--- config.mk ---
export PLATFORM = sky130hd
export DESIGN_NAME = queue_tx
export DESIGN_NICKNAME = d
export VERILOG_FILES = /design/src/rtl/queue_tx.sv
export SDC_FILE = /design/constraint.sdc
export NUM_CORES = 1
export LEC_CHECK = 0
export ABC_AREA = 1
export BUFFER_PORTS_ARGS = -buffer_cell sky130_fd_sc_hd__buf_2
export CAP_MARGIN = 10
export CORE_MARGIN = 2
export CORE_UTILIZATION = 62
export CTS_CLUSTER_SIZE = 8
export DETAILED_ROUTE_END_ITERATION = 16
export PLACE_DENSITY = 0.87
export SYNTH_ARGS = -nofsm -noshare
export SYNTH_HDL_FRONTEND = slang
export SYNTH_SLANG_ARGS = --single-unit
export TNS_END_PERCENT = 50
--- constraint.sdc ---
create_clock -name clk100 -period 4.5 [get_ports clk100]
set_clock_uncertainty 0.1 [all_clocks]
set_input_delay 0.225 -clock clk100 [delete_from_list [all_inputs] [get_ports clk100]]
set_output_delay 0.225 -clock clk100 [all_outputs]
set_load 0.05 [all_outputs]
--- src/rtl/queue_tx.sv ---
// Serial transmitter that drains the queue: pops the head entry and sends it as
// start bit, LSB-first data, optional even parity and stop bit, each held DIV cycles.
module queue_tx #(
  parameter int unsigned DW        = 4,
  parameter int unsigned DIV       = 868,
  parameter bit          PARITY_EN = 1'b1
) (
  input  logic          clk100,
  input  logic          rst,
  input  logic          en,
  input  logic          q_empty,
  input  logic [DW-1:0] q_data,
  output logic          q_pop,
  output logic          txd,
  output logic          busy,
  output logic          frame_done,
  output logic [7:0]    sent_cnt
);

  localparam int unsigned BW = (DIV > 1) ? $clog2(DIV) : 1;
  localparam int unsigned IW = (DW > 1) ? $clog2(DW) : 1;
  localparam logic [BW-1:0] BaudLast = BW'(DIV - 1);
  localparam logic [IW-1:0] IdxLast  = IW'(DW - 1);

  typedef enum logic [2:0] {StIdle, StStart, StData, StParity, StStop} state_e;

  state_e        state_q;
  logic [BW-1:0] baud_q;
  logic [IW-1:0] idx_q;
  logic [DW-1:0] shreg_q;
  logic          par_q;

  logic          baud_end;
  logic [DW-1:0] sh_next;

  assign baud_end = (baud_q == BaudLast);
  assign sh_next  = shreg_q >> 1;
  assign busy     = (state_q != StIdle);

  always_ff @(posedge clk100 or posedge rst) begin
    if (rst) begin
      state_q    <= StIdle;
      baud_q     <= '0;
      idx_q      <= '0;
      shreg_q    <= '0;
      par_q      <= 1'b0;
      q_pop      <= 1'b0;
      txd        <= 1'b1;
      frame_done <= 1'b0;
      sent_cnt   <= '0;
    end else begin
      q_pop      <= 1'b0;
      frame_done <= 1'b0;
      if (state_q != StIdle) begin
        baud_q <= baud_end ? '0 : baud_q + 1'b1;
      end
      unique case (state_q)
        StIdle: begin
          // Head entry is captured here; later queue changes cannot affect this frame.
          if (en && !q_empty) begin
            shreg_q <= q_data;
            par_q   <= ^q_data;
            q_pop   <= 1'b1;
            baud_q  <= '0;
            txd     <= 1'b0;
            state_q <= StStart;
          end
        end
        StStart: begin
          if (baud_end) begin
            idx_q   <= '0;
            txd     <= shreg_q[0];
            state_q <= StData;
          end
        end
        StData: begin
          if (baud_end) begin
            shreg_q <= sh_next;
            idx_q   <= idx_q + 1'b1;
            if (idx_q == IdxLast) begin
              if (PARITY_EN) begin
                txd     <= par_q;
                state_q <= StParity;
              end else begin
                txd     <= 1'b1;
                state_q <= StStop;
              end
            end else begin
              txd <= sh_next[0];
            end
          end
        end
        StParity: begin
          if (baud_end) begin
            txd     <= 1'b1;
            state_q <= StStop;
          end
        end
        StStop: begin
          if (baud_end) begin
            frame_done <= 1'b1;
            sent_cnt   <= sent_cnt + 8'd1;
            state_q    <= StIdle;
          end
        end
        default: begin
          txd     <= 1'b1;
          state_q <= StIdle;
        end
      endcase
    end
  end

endmodule

==> reports/metrics.csv <==
metric,value,unit
critPathRequiredTime,4640,ps
synth_edf_count,0,
antennaDiodeCount,0,
worst_pin_slew,385,ps
min_path_type,input port to flip-flop,
yosysWarnings,0,
fin_ws,2830,ps
synth.avg_cell_area,8.33,um^2
gp_congestion,0.890,
clk_latency,340,ps
viasPerCell,5.25,
yosysUniqueCellTypes,27,
drt_iter0_markers,52,
worst-endpoint-arrival,1810,ps
ioPinCount,20,
num_rows,19,
period_share,37.2,%
antenna_left,0,
r2r_setup_slack,2830,ps
firstDrtPassIters,4,
setup_viol,0,
syn_area,0.00174,mm^2
drc,0,
track_usage,22.8,%
setup_tns,0,ps
syn_inst,209,
layout-drive-gt1-share,23.5,%
num_vias,1411,
coreArea,0.00271,mm^2
syn_nets,220,
dpl_worst_slack,2820,ps
irDropWorstVdd,0.421,mV
critPathLaunchType,flip-flop,
worstSetupPathType,flip-flop to flip-flop,
syn2layout_area_growth,11.6,%
path_max_fanout,9,
layout_common_cells,"49 x nand2_1, 32 x inv_1, 30 x dfrtp_1, 19 x buf_2, 17 x o21ai_0",
h-tree-depth,2,
grt_pass1_vias,1361,
finalPower,1.06,mW
numCtsBuffers,5,
powerDensity,543,mW/mm^2
antenna_found_initial,0,
slew_headroom,74.4,%
start_util,64.2,%
outcome,"finished, final reports clean",
final_nets,248,
drv_slew,0,
cts_tree,yes,
die_w,57.0,um
synthFlopType,dfrtp_1,
post_cts_buffers,0,
layout_commonest_cell,nand2_1,
drt_wl_total,3.23,mm
synth-async-reset-ratio,100,%
dp_hpwl,2.47,mm
cts-root-buf,clkbuf_4,
hold_violations,0,
fin_crit,1670,ps
dieArea,0.00325,mm^2
cts.sinks,31,
cts-resized-gates,0,
yosysSeqAreaShare,44.6,%
fmax,597,MHz
drv_cap,0,
p_leak,1.03,nW
wl_per_cell,12.0,um
rsz0062_at_grt,no,
die_h,57.0,um
clk_pin_slew_worst_paths,90,ps
clockBufferDepth,2,
grt_pass1_wl,5.67,mm
grt_overflow,0,
end_kind,flip-flop,
ys_ff_latch,31,
cts-hold-fix-buffers,1,
grt_max_degree,32,
port_buffers,19,
fill_cells,209,
## critical path, cell delays in order, from the launching register on
cell	delay (ps)
dfrtp_1	390
ha_1	220
nand2_2	90
nor2_4	110
nand4_2	180
nor2_4	260
nand2_4	80
o21ai_2	110
nand2_1	60
## cells in the mapped netlist, types with 4 or more instances
master   number  area, um^2
inv_1        32         120
dfrtp_1      30         751
inv_2         5        18.8
o21ai_0      17        85.1
nand2_1      49         184
nand2_4       4        45.0
nand4_1       5        31.3
nor2_1       10        37.5
nor2_4        6        67.6
xor2_1        8        70.1
nand3_1      13        65.1
## state kept, by name, summed over array words and instances (netlist names)
name	flops
state_q	3
sent_cnt	8
txd	1
frame_done	1
q_pop	1
idx_q	2
par_q	1
baud_q	10
shreg_q	4
## metrics by stage
step | instances | utilization, % | hold WS (ps) | area [um^2]
after floorplan | 209 | - | 228 | 1740
final | 269 | 71.7 | 41.6 | 1940
after global routing | 269 | 71.7 | 68.8 | 1940
after detailed placement | 260 | 69.4 | 227 | 1880
after CTS | 269 | 71.7 | 30.2 | 1940
after global placement | 260 | 69.4 | 219 | 1880
## per-layer routing
metal	vias to the layer above	track usage, %	wire length [um]
li1	715	-	-
met1	661	28.0	1430
met2	24	36.3	1600
met3	11	7.03	120
met4	0	11.6	83
met5	-	0	0
## report_power, final
part | internal, mW | switching (mW) | leakage, nW
logic | 0.159 | 0.311 | 0.599
clock network | 0.0607 | 0.0953 | 0.0293
registers | 0.364 | 0.0647 | 0.405
## layout make-up
class / count / area [um^2] / area share (%)
sequential: 31 / 777 / 40.0
timing repair buffer: 21 / 113 / 5.80
multi-input combinational: 141 / 825 / 42.5
clock inverter: 1 / 5.00 / 0.258
tap: 31 / 38.8 / 2.00
inverter: 37 / 139 / 7.15
clock buffer: 7 / 45.0 / 2.32
## cell families (layout without fill, tap and decap cells)
group / Yosys count / after routing / synth area share [%]
flip-flops: 31 / 31 / 44.6
buffers and inverters: 37 / 66 / 7.98
adder cells (fa/ha/maj): 3 / 3 / 2.16
AND/OR/NAND/NOR: 101 / 101 / 31.1
AO/OA/AOI/OAI: 26 / 26 / 8.56
XOR/XNOR: 11 / 11 / 5.54
## worst paths after layout
| check | cells past startpoint | from | endpoint |
|---|---|---|---|
| hold reg to reg | 2 | txd | txd |
| setup / recovery | 8 | baud_q[0] | sent_cnt[4] |
| hold / removal | 3 | q_data[3] | shreg_q[3] |
| setup reg to reg | 8 | baud_q[0] | sent_cnt[4] |
| min in group asynchronous | 4 | rst | sent_cnt[7] |
| max in group asynchronous | 4 | rst | txd |
Power figures use the tool's default switching activity.
